$ cat src/rtl/fifo_stat.sv
// fifo_stat: synchronous show-ahead FIFO with registered level flags and sticky overflow/underflow.
module fifo_stat #(
  parameter int ADR_WIDTH = 8,
  parameter int DAT_WIDTH = 8,
  parameter int AF_LEVEL = (1 << ADR_WIDTH) - 1,
  parameter int AE_LEVEL = 1
) (
  input  logic                 clk,
  input  logic                 reset,
  input  logic                 wr,
  input  logic                 rd,
  input  logic                 clr_err,
  input  logic [DAT_WIDTH-1:0] data_in,
  output logic [DAT_WIDTH-1:0] data_out,
  output logic                 empty,
  output logic                 full,
  output logic                 almost_empty,
  output logic                 almost_full,
  output logic [ADR_WIDTH:0]   count,
  output logic                 overflow,
  output logic                 underflow
);
  localparam int DEPTH = 1 << ADR_WIDTH;
  localparam logic [ADR_WIDTH:0] DEP = (ADR_WIDTH+1)'(DEPTH);
  localparam logic [ADR_WIDTH:0] AF = (ADR_WIDTH+1)'(AF_LEVEL);
  localparam logic [ADR_WIDTH:0] AE = (ADR_WIDTH+1)'(AE_LEVEL);
  logic [DAT_WIDTH-1:0] mem [DEPTH];
  logic [ADR_WIDTH-1:0] w_ptr, r_ptr;
  logic [ADR_WIDTH:0]   count_nxt;
  logic                 rd_acc, wr_acc;
  assign rd_acc = rd && !empty;
  assign wr_acc = wr && (!full || rd_acc);
  assign data_out = mem[r_ptr];
  // Flags are registered from the next count so they line up with count itself.
  always_comb
    count_nxt = reset ? '0 :
                (wr_acc && !rd_acc) ? count + 1'b1 :
                (rd_acc && !wr_acc) ? count - 1'b1 : count;
  always_ff @(posedge clk) begin
    count        <= count_nxt;
    empty        <= count_nxt == '0;
    full         <= count_nxt == DEP;
    almost_empty <= count_nxt <= AE;
    almost_full  <= count_nxt >= AF;
    if (reset) begin
      w_ptr     <= '0;
      r_ptr     <= '0;
      overflow  <= 1'b0;
      underflow <= 1'b0;
    end else begin
      if (wr_acc) w_ptr <= w_ptr + 1'b1;
      if (rd_acc) r_ptr <= r_ptr + 1'b1;
      overflow  <= (overflow && !clr_err) || (wr && full && !rd_acc);
      underflow <= (underflow && !clr_err) || (rd && empty);
    end
  end
  always_ff @(posedge clk)
    if (wr_acc && !reset) mem[w_ptr] <= data_in;
endmodule

$ cat config.mk
export PLATFORM = sky130hd
export DESIGN_NAME = fifo_stat
export DESIGN_NICKNAME = d
export VERILOG_FILES = /design/src/rtl/fifo_stat.sv
export SDC_FILE = /design/constraint.sdc
export NUM_CORES = 2
export LEC_CHECK = 0
export ABC_AREA = 0
export CORE_MARGIN = 3
export CORE_UTILIZATION = 60
export DETAILED_ROUTE_END_ITERATION = 12
export PLACE_DENSITY = 0.76
export RECOVER_POWER = 100
export SYNTH_ARGS = -nofsm -noshare
export SYNTH_HDL_FRONTEND = slang
export SYNTH_SLANG_ARGS = --single-unit
$ cat constraint.sdc
create_clock -name clk -period 6.7 [get_ports clk]
set_input_delay 1.34 -clock clk [delete_from_list [all_inputs] [get_ports clk]]
set_output_delay 1.34 -clock clk [all_outputs]
set_load 0.005 [all_outputs]
=== Yosys cells after proc, flatten, opt, wreduce, memory -nomap -nowiden ===
Memory sizes are Yosys's and may differ from the RTL's. A register that Yosys moved wholly into a read port is not among the register bits.
Index checks and enable logic that the tools add are counted.

* Register bits: 31
* Bits in writable memories: 2048
* Bits of input ports: 13
* Memories kept: 1

{| class="wikitable"
|+ Memory list
! memory !! words !! width !! rd ports !! clocked after Yosys merged registers in !! wr ports !! RTL line !! source
|-
| mem || 256 || 8 || 1 || 1 || 1 || 27 || <nowiki>logic [DAT_WIDTH-1:0] mem [DEPTH];</nowiki>
|}

* $add $sub $neg: 4
* Magnitude comparators: 2
* Eq/ne operators: 1
* Muxes and demuxes: 7
* Reduce and logical (&&, ||, !) cells: 20

{| class="wikitable"
|+ Operators by type and width
! kind !! count
|-
| 9-bit two-way mux || 3
|-
| 8-bit by 1-bit adder with 8-bit output, second input constant || 2
|-
| 8-bit two-way mux || 2
|-
| 1-bit logical AND || 10
|-
| 9-bit by 1-bit adder with 9-bit output, second input constant || 1
|-
| 9-bit == test, second input constant || 1
|-
| 9-bit by 8-bit >= comparator with 1-bit output, second input constant || 1
|-
| 9-bit by 1-bit <= comparator with 1-bit output, second input constant || 1
|-
| 9-bit logical NOT || 1
|-
| 9-bit by 1-bit subtractor with 9-bit output, second input constant || 1
|-
| 1-bit logical NOT || 6
|-
| 1-bit logical OR || 3
|-
| 1-bit two-way mux || 2
|}

=== Logic depth before layout (Yosys ltp) ===
* Word-level depth: 10
* Depth in mapped cells: 11

=== Worst setup path before layout ===
OpenSTA, ideal clock, no wires.

* Kind: reg2out
* From: register with a tool-made name
* To: output data_out[6]
* Arrival time: 2079 ps
* Slack: 3281 ps
* Cell stages (with the launch flop): 9
* Buffers on the path: 2
* Cells stage by stage: dfxtp_1 -> buf_6 -> buf_2 -> mux4_2 -> nor3_1 -> o211ai_1 -> a22o_1 -> a211oi_1 -> nor4_1

{| class="wikitable"
|+ RTL lines
! what !! RTL line !! source
|-
| end, declared || 14 || <nowiki>output logic [DAT_WIDTH-1:0] data_out,</nowiki>
|}

==> summary.txt <==
Pwr
  – PwrDens: about 320 nW/µm²
  – Leak Pwr: 27.1 nW
  – Max VDD drop: roughly 0.30 mV
  – Pwr Total: roughly 0.029 W

Timing
  – Total negative slack: -0.177 ns
  – Fin worst setup slack: -0.0952 ns
  – Minimum clock period: between 6 and 7 ns
  – Worst rel slew slack: -288%
  – Unrepaired setup endpoints after global routing: no
  – Tcrit/Tclk final: 101%
  – Setup violators final: 2
  – Fmax: around 0.15 GHz
  – Worst-margin pin slew: about 5.8 ns
  – Layout Skew: about 0.025 ns
  – Endpoints failing hold: 0
  – Slew Limit Fails: about 1700

Synth
  – EDFF count, synth: a little over 2000
  – Largest family of logic cells by synthesized area: multiplexers
  – Synth unique cells: between 60 and 70
  – Ys Warns: 0
  – Asr flop ratio synth: 0%
  – Post-Synth XOR/XNOR Area: 0.151%
  – Cell Area, Synth: a little over 80000 µm²
  – Adder-cell share of the synthesized area: less than 1%
  – Post-Syn Instances: between 3000 and 4000
  – Mapped Nets: 3991
  – Mux contribution to synthesized area: between 10% and 20%
  – Sequential area share after synthesis: between 70 and 80%
  – Synth top area share: 75.8%
  – Post-synth top area cell: edfxtp_1
  – Count leader, synth: edfxtp_1
  – Post-synth top flop: edfxtp_1
  – Synth Area in Compound Gates: about 3.7%
  – Top cells by count, synth: 2048 x edfxtp_1, 453 x mux4_2, 298 x nor2_1, 134 x mux2i_1, 127 x a22oi_1
  – Top cells by area, synth: edfxtp_1 76%, mux4_2 13%, mux2i_1 1.7%, nor2_1 1.4%, a22oi_1 1.2%
  – #FFs+latches synth: 2087
  – Synth Area in Simple Gates: ~3.3%
  – Synthesized area per cell: 20.4 µm²

Drt
  – Vias: between 40000 and 50000
  – TritonRoute pass-1 iters: 6
  – Final WL: around 200000 µm
  – Routed WL per cell: 32.5 µm
  – DRC errors left: 0
  – Initial DRC Count: approximately 6000
  – Drt via density: slightly below 7
  – Antenna viol nets, final: 0

Hold path
  – Class of the worst hold path: flop to flop

Clock tree
  – Clock slew seen by the registers of the worst setup and hold paths: about 0.06 ns
  – CTS tree: built
  – Clk_lat worst skew: 0.83 ns
  – Max H-tree Level: 4
  – Cts bufs inserted: around 200
  – Deepest clock path buffer count: 3
  – Clock sink count: about 2100
  – Root buf cell: clkbuf_16

Place
  – GPL Wtd Cong: about 0.90
  – PortBufs: 35
  – Hpwl dp: about 120000 µm

Global routing
  – Overflow after GRT: 0
  – Vias in the first global route: ~41000
  – Antenna violations before repair: 7
  – Global-route usage over all layers: 28.3%
  – First-pass GRT wire length: 286000 µm
  – Largest net degree at the start of global routing: roughly 160

Finish
  – Final net count: slightly above 4000
  – Layout area overhead: 10.8%
  – Multi-input logic area: between 15000 and 20000 µm²
  – Filler cells: about 8000
  – Register area: approximately 62000 µm²
  – Share of cells above drive strength 1: between 20% and 30%

Worst setup path
  – Kind of critical path: flop to primary output
  – Critical path fanouts, max: 32
  – CP Launch Type: flop
  – CP Capture Type: primary output
  – Worst Path Required: between 5 and 6 ns
  – Worst path arrival time: ~5.5 ns

Run
  – Max-cap violations: 23

Floorplan
  – I/O pin count: 36
  – Initial Utilization: between 60% and 70%
  – Placement row count: roughly 130
  – DIE AREA: about 140000 µm²
  – Die width: approximately 370 µm
  – Core Area: around 130000 µm²
  – Die Ht: between 300 and 400 µm

Outcome
  – Failing checks: max-capacitance violations, max-slew violations, negative setup slack
  – Run status: complete, but fails checks
[through the flow]
step                      util (%)  setup slack (ns)  instances  instance area [µm²]  hold WS (ns)
after floorplan                  -              3.28       3971                81100         0.459
after global placement        62.5             0.578       5648                83600         0.486
after detailed placement      62.5             0.520       5648                83600         0.484
after CTS                     67.3            0.0738       6016                90100         0.501
after global routing          67.2            0.0380       6016                89900         0.547
final                         67.2           -0.0952       6018                89900         0.512
[timing repair]
action | 4_1_cts | 5_1_grt
gates cloned | 0 | 0
setup endpoints to repair | 4 | 3
hold buffers | 0 | 0
buffers inserted | 1 | 0
resized for setup | 5 | 3
[worst max-delay path: stages, from the launching register on]
cell             delay, ns
dfxtp_4               0.64
buf_4                 0.42
and2_2                0.71
buf_4                 0.31
a22oi_1               0.12
a21oi_1               0.37
nor4_1                0.19
nor4_1                1.10
clkdlybuf4s50_1       0.70
[cell type report]
type / count / share of cell area, %
tap: 1768 / 2.46
timing repair buffer: 162 / 1.49
antenna: 2 / 0.00557
clock buffer: 253 / 6.00
clock inverter: 114 / 1.21
inverter: 10 / 0.0418
multi-input combinational: 1622 / 19.5
sequential: 2087 / 69.3
[per-layer routing]
| metal | routed length [µm] | track usage, % | share of wire [%] |
|---|---|---|---|
| met1 | 73000 | 40.5 | 37 |
| met2 | 92300 | 43.2 | 47 |
| met3 | 22800 | 6.98 | 12 |
| met4 | 7660 | 10.7 | 3.9 |
| met5 | 24 | 0 | 0.012 |
[final timing paths]
path,from,cells after the start,endpoint,slack (ns)
worst max register to register,empty$_DFF_P_,8,mem[24][1]$_DFFE_PP_,1.70
worst min register to register,overflow$_SDFF_PP0_,2,overflow$_SDFF_PP0_,0.51
worst max-delay path,flop,8,data_out[1],-0.1
worst min-delay path,overflow$_SDFF_PP0_,2,overflow$_SDFF_PP0_,0.51
[state kept, by name, summed over array words and instances (netlist names), named ones only]
name and count:
r_ptr 8, w_ptr 8, almost_empty 1, overflow 1, full 1, almost_full 1, mem 2048, empty 1
underflow 1, count 9
[layout by cell type (no fill, tap or decap), types with 12 or more instances in the layout]
| cell type | Yosys | routed |
|---|---|---|
| buf_12 | 3 | 15 |
| a211oi_1 | 34 | 34 |
| buf_4 | 32 | 78 |
| o221ai_1 | 26 | 26 |
| nand3_1 | 45 | 45 |
| o21ai_0 | 43 | 41 |
| nor3_1 | 19 | 19 |
| a21oi_1 | 72 | 72 |
| a221oi_1 | 22 | 22 |
| nand2b_1 | 14 | 14 |
| dlygate4sd3_1 | 0 | 16 |
| edfxtp_1 | 2048 | 2048 |
| dfxtp_1 | 39 | 34 |
| a22o_1 | 22 | 22 |
| mux4_2 | 453 | 453 |
| a31oi_1 | 14 | 14 |
| a22oi_1 | 127 | 127 |
| clkinv_1 | 0 | 40 |
| clkinv_2 | 0 | 39 |
| nor4_1 | 28 | 23 |
| nand2_1 | 86 | 86 |
| clkbuf_1 | 118 | 69 |
| o22ai_1 | 31 | 31 |
| bufinv_16 | 0 | 19 |
| nand4_1 | 12 | 12 |
| nor2b_1 | 27 | 24 |
| or2_0 | 0 | 12 |
| mux2i_1 | 134 | 134 |
| clkbuf_16 | 0 | 206 |
| nor2_1 | 298 | 296 |
[report_power, final]
| group | switching [W] | total (W) | leakage, nW | internal [W] |
|---|---|---|---|---|
| clock | 0.00474 | 0.0111 | 3.17 | 0.00641 |
| combinational | 0.00184 | 0.00345 | 5.20 | 0.00161 |
| sequential | 0.0000812 | 0.0145 | 18.7 | 0.0144 |
| total | 0.00666 | 0.0291 | 27.1 | 0.0224 |
[cells by family after synthesis]
kind of cell	Yosys count
AND/OR/NAND/NOR	580
multiplexers	594
XOR/XNOR	14
adder cells (fa/ha/maj)	7
buffers and inverters	262
flip-flops	2087
AO/OA/AOI/OAI	427
(Power assumes the default switching activity.)
